--- config.mk ---
export PLATFORM = sky130hd
export DESIGN_NAME = present_key_sequencer
export DESIGN_NICKNAME = d
export VERILOG_FILES = /design/src/rtl/present_pkg.sv /design/src/rtl/present_key_update.sv /design/src/rtl/present_key_sequencer.sv
export SDC_FILE = /design/constraint.sdc
export NUM_CORES = 1
export LEC_CHECK = 0
export CAP_MARGIN = 0
export CORE_MARGIN = 4
export CORE_UTILIZATION = 46
export CTS_CLUSTER_SIZE = 40
export DETAILED_ROUTE_END_ITERATION = 10
export PLACE_DENSITY = 0.78
export SYNTH_ARGS = -nofsm -noshare
export SYNTH_HDL_FRONTEND = slang
export SYNTH_SLANG_ARGS = --single-unit
--- constraint.sdc ---
create_clock -name clk -period 3.8 [get_ports clk]
set_input_delay 0.38 -clock clk [delete_from_list [all_inputs] [get_ports clk]]
set_output_delay 0.38 -clock clk [all_outputs]
set_load 0.03 [all_outputs]
--- src/rtl/present_pkg.sv ---
// Shared constants, S-box and FSM state type for the PRESENT-80 key schedule.
package present_pkg;

  localparam int unsigned KEY_W  = 80;
  localparam int unsigned RK_W   = 64;
  localparam int unsigned ROUNDS = 31;

  typedef enum logic [1:0] {
    IDLE = 2'd0,
    RUN  = 2'd1,
    FIN  = 2'd2
  } state_e;

  function automatic logic [3:0] sbox(input logic [3:0] x);
    logic [3:0] y;
    case (x)
      4'h0:    y = 4'hC;
      4'h1:    y = 4'h5;
      4'h2:    y = 4'h6;
      4'h3:    y = 4'hB;
      4'h4:    y = 4'h9;
      4'h5:    y = 4'h0;
      4'h6:    y = 4'hA;
      4'h7:    y = 4'hD;
      4'h8:    y = 4'h3;
      4'h9:    y = 4'hE;
      4'hA:    y = 4'hF;
      4'hB:    y = 4'h8;
      4'hC:    y = 4'h4;
      4'hD:    y = 4'h7;
      4'hE:    y = 4'h1;
      4'hF:    y = 4'h2;
      default: y = 4'h0;
    endcase
    return y;
  endfunction

endpackage

--- src/rtl/present_key_update.sv ---
// Combinational PRESENT-80 key update: rotate left 61, S-box top nibble, xor round counter.
module present_sbox
  import present_pkg::*;
(
  input  logic [3:0] nib_in,
  input  logic [3:0] nib_unused_guard,
  output logic [3:0] nib_out
);
  logic [3:0] guard_s;
  assign guard_s = nib_unused_guard & 4'h0;
  assign nib_out = sbox(nib_in) | guard_s;
endmodule

module present_key_update
  import present_pkg::*;
(
  input  logic [KEY_W-1:0] key_in,
  input  logic [4:0]       rc,
  output logic [KEY_W-1:0] key_out
);
  logic [KEY_W-1:0] rot_s;
  logic [3:0]       sbox_out_s;

  assign rot_s = {key_in[18:0], key_in[79:19]};

  present_sbox u_sbox (
    .nib_in           (rot_s[79:76]),
    .nib_unused_guard (4'h0),
    .nib_out          (sbox_out_s)
  );

  assign key_out = {sbox_out_s, rot_s[75:20], rot_s[19:15] ^ rc, rot_s[14:0]};
endmodule

--- src/rtl/present_key_sequencer.sv ---
// Streams the 32 PRESENT-80 round keys over valid/ready, one key update per accepted key.
module present_key_sequencer
  import present_pkg::*;
(
  input  logic             clk,
  input  logic             rst,
  input  logic             start,
  input  logic [KEY_W-1:0] key_in,
  input  logic             rk_ready,
  output logic             rk_valid,
  output logic [RK_W-1:0]  rk_data,
  output logic [4:0]       rk_index,
  output logic             busy,
  output logic             done
);
  localparam logic [4:0] LAST_IDX = 5'(ROUNDS);

  state_e           state_q, state_d;
  logic [KEY_W-1:0] key_q, key_d;
  logic [4:0]       idx_q, idx_d;
  logic             valid_q, valid_d;
  logic             busy_q, busy_d;
  logic             done_q, done_d;
  logic [KEY_W-1:0] key_next_s;
  logic [4:0]       rc_s;

  // The round counter for the next key is one ahead of the index being presented.
  assign rc_s = idx_q + 5'd1;

  present_key_update u_update (
    .key_in  (key_q),
    .rc      (rc_s),
    .key_out (key_next_s)
  );

  always_comb begin
    state_d = state_q;
    key_d   = key_q;
    idx_d   = idx_q;
    valid_d = valid_q;
    busy_d  = busy_q;
    done_d  = 1'b0;
    case (state_q)
      IDLE: begin
        if (start) begin
          state_d = RUN;
          key_d   = key_in;
          idx_d   = 5'd0;
          valid_d = 1'b1;
          busy_d  = 1'b1;
        end else begin
          state_d = IDLE;
        end
      end
      RUN: begin
        if (valid_q && rk_ready) begin
          if (idx_q != LAST_IDX) begin
            key_d = key_next_s;
            idx_d = idx_q + 5'd1;
          end else begin
            state_d = FIN;
            valid_d = 1'b0;
            busy_d  = 1'b0;
            done_d  = 1'b1;
          end
        end else begin
          state_d = RUN;
        end
      end
      FIN: begin
        state_d = IDLE;
      end
      default: begin
        state_d = IDLE;
        valid_d = 1'b0;
        busy_d  = 1'b0;
      end
    endcase
  end

  // All outputs come straight from these flops, so rk_ready never reaches rk_data combinationally.
  always_ff @(posedge clk) begin
    if (rst) begin
      state_q <= IDLE;
      key_q   <= {KEY_W{1'b0}};
      idx_q   <= 5'd0;
      valid_q <= 1'b0;
      busy_q  <= 1'b0;
      done_q  <= 1'b0;
    end else begin
      state_q <= state_d;
      key_q   <= key_d;
      idx_q   <= idx_d;
      valid_q <= valid_d;
      busy_q  <= busy_d;
      done_q  <= done_d;
    end
  end

  assign rk_valid = valid_q;
  assign rk_data  = key_q[79:16];
  assign rk_index = idx_q;
  assign busy     = busy_q;
  assign done     = done_q;
endmodule

==> report_table.html <==
<table>
<tr><th>Metric</th><th>Value</th></tr>
<tr><th colspan="2">Setup path</th></tr>
<tr><td>Largest stage delay on the critical path</td><td>~0.54 ns</td></tr>
<tr><td>Critical path required time</td><td>between 4 and 5 ns</td></tr>
<tr><td>Cell repeated most along the worst path</td><td>sky130_fd_sc_hd__ha_1</td></tr>
<tr><td>Setup crit end kind</td><td>flip-flop</td></tr>
<tr><td>Critical Path Start</td><td>rk_index[0]</td></tr>
<tr><td>CP Capture Point</td><td>u_update.u_sbox.nib_out[0]</td></tr>
<tr><td>Critical-path cell list</td><td>ha_1 -&gt; and3_1 -&gt; ha_1 -&gt; and4b_4 -&gt; o21ba_4 -&gt; a221oi_2 -&gt; inv_1 -&gt; ha_1 -&gt; nor3_1 -&gt; a211oi_2 -&gt; a21oi_2</td></tr>
<tr><td>Critical Path Source Type</td><td>flip-flop</td></tr>
<tr><td>Master of the slowest instance on the critical path</td><td>sky130_fd_sc_hd__a221oi_2</td></tr>
<tr><td>Worst r2r src</td><td>rk_index[0]</td></tr>
<tr><td>Endpoint of the worst register-to-register path</td><td>u_update.u_sbox.nib_out[0]</td></tr>
<tr><td>Critical path class</td><td>reg2reg</td></tr>
<tr><td>CP max FO</td><td>6</td></tr>
<tr><td>Endpoint arrival time on the critical path</td><td>between 3 and 4 ns</td></tr>
<tr><td>Slack of the worst reg-to-reg path</td><td>approximately 0.7 ns</td></tr>
<tr><td>Path depth of the worst reg2reg path</td><td>11</td></tr>
<tr><th colspan="2">Timing</th></tr>
<tr><td>Maximum clock skew at final layout</td><td>between 0.01 and 0.015 ns</td></tr>
<tr><td>Achievable frequency</td><td>roughly 320 MHz</td></tr>
<tr><td>Share of the cycle needed by the critical path after routing</td><td>~81%</td></tr>
<tr><td>Worst-case setup margin in the final layout</td><td>0.7181 ns</td></tr>
<tr><td>Setup Total Neg Slack</td><td>0 ns</td></tr>
<tr><td>Pin slew with the least headroom to its limit</td><td>between 1 and 1.5 ns</td></tr>
<tr><td>Number of setup violations in the final report</td><td>0</td></tr>
<tr><td>Final period demand of the worst path</td><td>around 3.1 ns</td></tr>
<tr><td>Count of final max-slew check failures</td><td>0</td></tr>
<tr><td>Worst slew margin relative to its limit</td><td>roughly a third</td></tr>
<tr><td>Final hold violation count</td><td>0</td></tr>
<tr><td>Setup repair after global routing missed its margin</td><td>false</td></tr>
<tr><th colspan="2">Clock tree</th></tr>
<tr><td>Clock slew at the register clock pins of the worst setup and hold paths</td><td>about 0.1 ns</td></tr>
<tr><td>Post-CTS setup repair buffer count</td><td>0</td></tr>
<tr><td>Number of sinks on the clock net</td><td>93</td></tr>
<tr><td>Worst-case clock buffer depth</td><td>2</td></tr>
<tr><td>Cells resized by post-CTS repair</td><td>0</td></tr>
<tr><td>Total CTS buffers</td><td>9</td></tr>
<tr><td>Number of H-tree branching levels</td><td>3</td></tr>
<tr><td>Post-CTS Hold Buffers</td><td>0</td></tr>
<tr><td>Latest clock arrival within the worst-skew pair</td><td>~0.36 ns</td></tr>
<tr><td>Cell at the root of the clock tree</td><td>sky130_fd_sc_hd__clkbuf_8</td></tr>
<tr><td>TritonCTS clock tree</td><td>built</td></tr>
<tr><th colspan="2">Power</th></tr>
<tr><td>Portion of total power attributed to combinational logic</td><td>between 20% and 30%</td></tr>
<tr><td>Power, Total</td><td>2720 uW</td></tr>
<tr><td>P_int</td><td>1884 uW</td></tr>
<tr><td>Power per cell area</td><td>about 450 nW/um2</td></tr>
<tr><td>Proportion of total power due to net switching</td><td>30.76%</td></tr>
<tr><td>Sequential power share</td><td>between 40% and 50%</td></tr>
<tr><td>Static Leak</td><td>roughly 0.0023 uW</td></tr>
<tr><td>Psw</td><td>about 840 uW</td></tr>
<tr><td>Clock network power share</td><td>between 30% and 40%</td></tr>
<tr><td>IR drop worst, VDD</td><td>around 0.23 mV</td></tr>
<tr><th colspan="2">GRT</th></tr>
<tr><td>Global route total overflow</td><td>0</td></tr>
<tr><td>Initial antenna violation count</td><td>0</td></tr>
<tr><td>Vias in the first global route</td><td>around 4100</td></tr>
<tr><td>GRT Overall Usage</td><td>approximately 22%</td></tr>
<tr><td>First-pass GRT wire length</td><td>just over 20000 um</td></tr>
<tr><td>Largest net degree at the start of global routing</td><td>98</td></tr>
<tr><th colspan="2">Yosys</th></tr>
<tr><td>Count of different cell masters after synthesis</td><td>44</td></tr>
<tr><td>Gate Count Post-Synth</td><td>approximately 600</td></tr>
<tr><td>Largest area contributor in the netlist</td><td>sky130_fd_sc_hd__dfxtp_1</td></tr>
<tr><td>Number of warnings printed during yosys synthesis</td><td>0</td></tr>
<tr><td>Syn Area/Cell</td><td>roughly 8.0 um2</td></tr>
<tr><td>Ys flop type</td><td>sky130_fd_sc_hd__dfxtp_1</td></tr>
<tr><td>Top post-synthesis cells by area</td><td>sky130_fd_sc_hd__dfxtp_1 39%, sky130_fd_sc_hd__a311oi_1 14%, sky130_fd_sc_hd__nand2_1 12%</td></tr>
<tr><td>Post-synthesis instance area</td><td>between 4000 and 5000 um2</td></tr>
<tr><td>Number of enable flip-flop cells after synthesis</td><td>0</td></tr>
<tr><td>Share of Yosys cell area claimed by the top area cell type</td><td>approximately 39%</td></tr>
<tr><td>Number of synthesized register bits</td><td>93</td></tr>
<tr><td>Number of nets in the synthesized netlist</td><td>approximately 700</td></tr>
<tr><td>Fraction of registers with async set/reset</td><td>0%</td></tr>
<tr><td>Post-synthesis sequential area ratio</td><td>around two fifths</td></tr>
<tr><th colspan="2">Final layout</th></tr>
<tr><td>Area growth from synthesis to layout</td><td>27.85%</td></tr>
<tr><td>N_diodes</td><td>0</td></tr>
<tr><td>Seq. cell area</td><td>approximately 1900 um2</td></tr>
<tr><td>Fraction of final layout cells with drive strength greater than 1</td><td>under 10%</td></tr>
<tr><td>Number of nets in the final layout</td><td>between 700 and 800</td></tr>
<tr><td>Area of combinational cells with multiple inputs</td><td>between 2000 and 2500 um2</td></tr>
<tr><td>Final design instance area without fill</td><td>6093 um2</td></tr>
<tr><td>Non-filler instance count after layout</td><td>between 700 and 800</td></tr>
<tr><td>FILL cells</td><td>a little under 900</td></tr>
<tr><th colspan="2">Placement</th></tr>
<tr><td>Placer's final routability congestion estimate</td><td>just under 0.9</td></tr>
<tr><td>Worst slack at placement</td><td>0.7872 ns</td></tr>
<tr><td>HPWL reported at the end of detailed placement</td><td>about 9700 um</td></tr>
<tr><td>Count of input and output buffers</td><td>155</td></tr>
<tr><td>Area of placed instances</td><td>5823 um2</td></tr>
<tr><td>Inst Count DP</td><td>between 700 and 800</td></tr>
<tr><th colspan="2">Job</th></tr>
<tr><td>Max-capacitance violation count</td><td>0</td></tr>
<tr><th colspan="2">Drt</th></tr>
<tr><td>Met1 WL</td><td>6046 um</td></tr>
<tr><td>Aggregate routed wire length</td><td>~13000 um</td></tr>
<tr><td>DR pass1 iterations</td><td>5</td></tr>
<tr><td>Highest routing layer actually used</td><td>met4</td></tr>
<tr><td>Post-detailed-route via-to-cell ratio</td><td>5.447</td></tr>
<tr><td>Detailed router's first-iteration violation count</td><td>just over 300</td></tr>
<tr><td>Routed wl met3</td><td>1079 um</td></tr>
<tr><td>Average wire length per cell after detail routing</td><td>between 15 and 20 um</td></tr>
<tr><td>Number of routed nets with antenna violations</td><td>0</td></tr>
<tr><td>Routed length on met2</td><td>6115 um</td></tr>
<tr><td>Final routed DRC violation total</td><td>0</td></tr>
<tr><td>Via count of the routed design</td><td>approximately 4300</td></tr>
<tr><th colspan="2">Die</th></tr>
<tr><td>Number of core rows</td><td>36</td></tr>
<tr><td>Die outline width</td><td>109.8 um</td></tr>
<tr><td>Initial core utilization</td><td>around half</td></tr>
<tr><td>Boundary pin count</td><td>156</td></tr>
<tr><td>Area enclosed by the die boundary</td><td>~12000 um2</td></tr>
<tr><td>Die outline height</td><td>109.8 um</td></tr>
<tr><td>Core region area</td><td>around 9900 um2</td></tr>
<tr><th colspan="2">Min path</th></tr>
<tr><td>Worst min-delay path class</td><td>reg2reg</td></tr>
<tr><th colspan="2">Run status</th></tr>
<tr><td>Result of the run</td><td>finished clean</td></tr>
</table>
## cells by family (layout without fill, tap and decap cells)
| group | count (synthesis) | after routing | share of synthesized area [%] |
|---|---|---|---|
| AOI/OAI and AO/OA | 102 | 102 | 18.30 |
| and+or+nand+nor | 271 | 271 | 23.02 |
| xor gates and xnor gates | 6 | 6 | 1.418 |
| muxes | 6 | 6 | 1.575 |
| DFF | 93 | 93 | 39.07 |
| adders and majority gates | 7 | 7 | 1.838 |
| buffers and inverters | 114 | 178 | 14.78 |
## sequential cells by signal, summed over array words and instances, names as in the netlist
name	count
busy	1
done	1
key_q	80
rk_index	5
state_q	2
u_update.u_sbox.nib_out	4
## layout by cell type (no fill, tap or decap), types with 2 or more instances in the layout
| cell | instances |
|---|---|
| sky130_fd_sc_hd__ha_1 | 7 |
| sky130_fd_sc_hd__and2b_4 | 2 |
| sky130_fd_sc_hd__o21ai_0 | 2 |
| sky130_fd_sc_hd__nand2_1 | 157 |
| sky130_fd_sc_hd__buf_4 | 6 |
| sky130_fd_sc_hd__clkinvlp_4 | 2 |
| sky130_fd_sc_hd__clkbuf_8 | 9 |
| sky130_fd_sc_hd__nor2b_1 | 2 |
| sky130_fd_sc_hd__mux2_4 | 3 |
| sky130_fd_sc_hd__nor3_1 | 5 |
| sky130_fd_sc_hd__o21ba_4 | 2 |
| sky130_fd_sc_hd__xnor2_1 | 4 |
| sky130_fd_sc_hd__a311oi_1 | 75 |
| sky130_fd_sc_hd__and3_1 | 2 |
| sky130_fd_sc_hd__bufinv_16 | 4 |
| sky130_fd_sc_hd__mux2i_1 | 3 |
| sky130_fd_sc_hd__dfxtp_1 | 93 |
| sky130_fd_sc_hd__nor3b_1 | 2 |
| sky130_fd_sc_hd__nor2_1 | 89 |
| sky130_fd_sc_hd__a21oi_1 | 9 |
| sky130_fd_sc_hd__nand3_1 | 5 |
| sky130_fd_sc_hd__o21ai_1 | 2 |
| sky130_fd_sc_hd__inv_1 | 2 |
| sky130_fd_sc_hd__o211ai_1 | 2 |
| sky130_fd_sc_hd__clkdlybuf4s50_1 | 154 |
## Yosys cell counts, types with 3 or more instances
master,count
sky130_fd_sc_hd__nor3_1,5
sky130_fd_sc_hd__nand2_1,157
sky130_fd_sc_hd__mux2_4,3
sky130_fd_sc_hd__ha_1,7
sky130_fd_sc_hd__nand3_1,5
sky130_fd_sc_hd__xnor2_1,4
sky130_fd_sc_hd__dfxtp_1,93
sky130_fd_sc_hd__nor2_1,89
sky130_fd_sc_hd__a21oi_1,9
sky130_fd_sc_hd__buf_1,3
sky130_fd_sc_hd__buf_4,67
sky130_fd_sc_hd__buf_2,14
sky130_fd_sc_hd__clkbuf_1,27
sky130_fd_sc_hd__a311oi_1,75
sky130_fd_sc_hd__mux2i_1,3
## worst min-delay path by stage
stage,start,end,slack [ns],depth (start not counted)
floorplan,u_update.u_sbox.nib_out[0],key_q[76],0.44,2
global route,u_update.u_sbox.nib_out[0],key_q[76],0.50,2
global placement,u_update.u_sbox.nib_out[3],key_q[79],0.46,2
CTS,u_update.u_sbox.nib_out[2],key_q[78],0.48,2
finish,u_update.u_sbox.nib_out[2],key_q[78],0.47,2
detailed placement,u_update.u_sbox.nib_out[3],key_q[79],0.46,2
## per-layer routing
layer	up-vias	global-route usage, %
met5	-	0
met4	0	6.500
met3	20	4.404
met2	171	33.28
met1	2037	31.19
li1	2108	-
## metrics by stage
stage	hold slack (ns)	utilization (%)
after floorplan	0.4404	-
after global placement	0.4579	58.76
after detailed placement	0.4569	58.76
after CTS	0.4819	61.49
after global routing	0.5006	61.49
final	0.4695	61.49
## area by class of cell
cell class,count,share of cell area (%)
multi-input cells,392,36.12
inverters,2,0.1232
flip-flops and latches,93,30.55
clock buffers,9,2.033
clock inverters,7,2.402
repair buffers,160,26.04
well taps,133,2.731
## critical path: cells and delay by family, from the launching register on
kind	cells	cell delay (ns)
simple gates	3	0.66
flops	1	0.45
compound gates	4	0.96
fa+ha+maj	3	0.80
buf+inv	1	0.14
## power by group through the flow
| stage | combinational [uW] | clock (uW) | sequential, uW |
|---|---|---|---|
| after CTS | 703 | 880 | 1140 |
| after global placement | 685 | 0 | 1160 |
| final | 700 | 875 | 1140 |
| after global routing | 756 | 931 | 1160 |
| after detailed placement | 700 | 0 | 1170 |
| after floorplan | 521 | 0 | 1140 |
(Power assumes the default switching activity.)
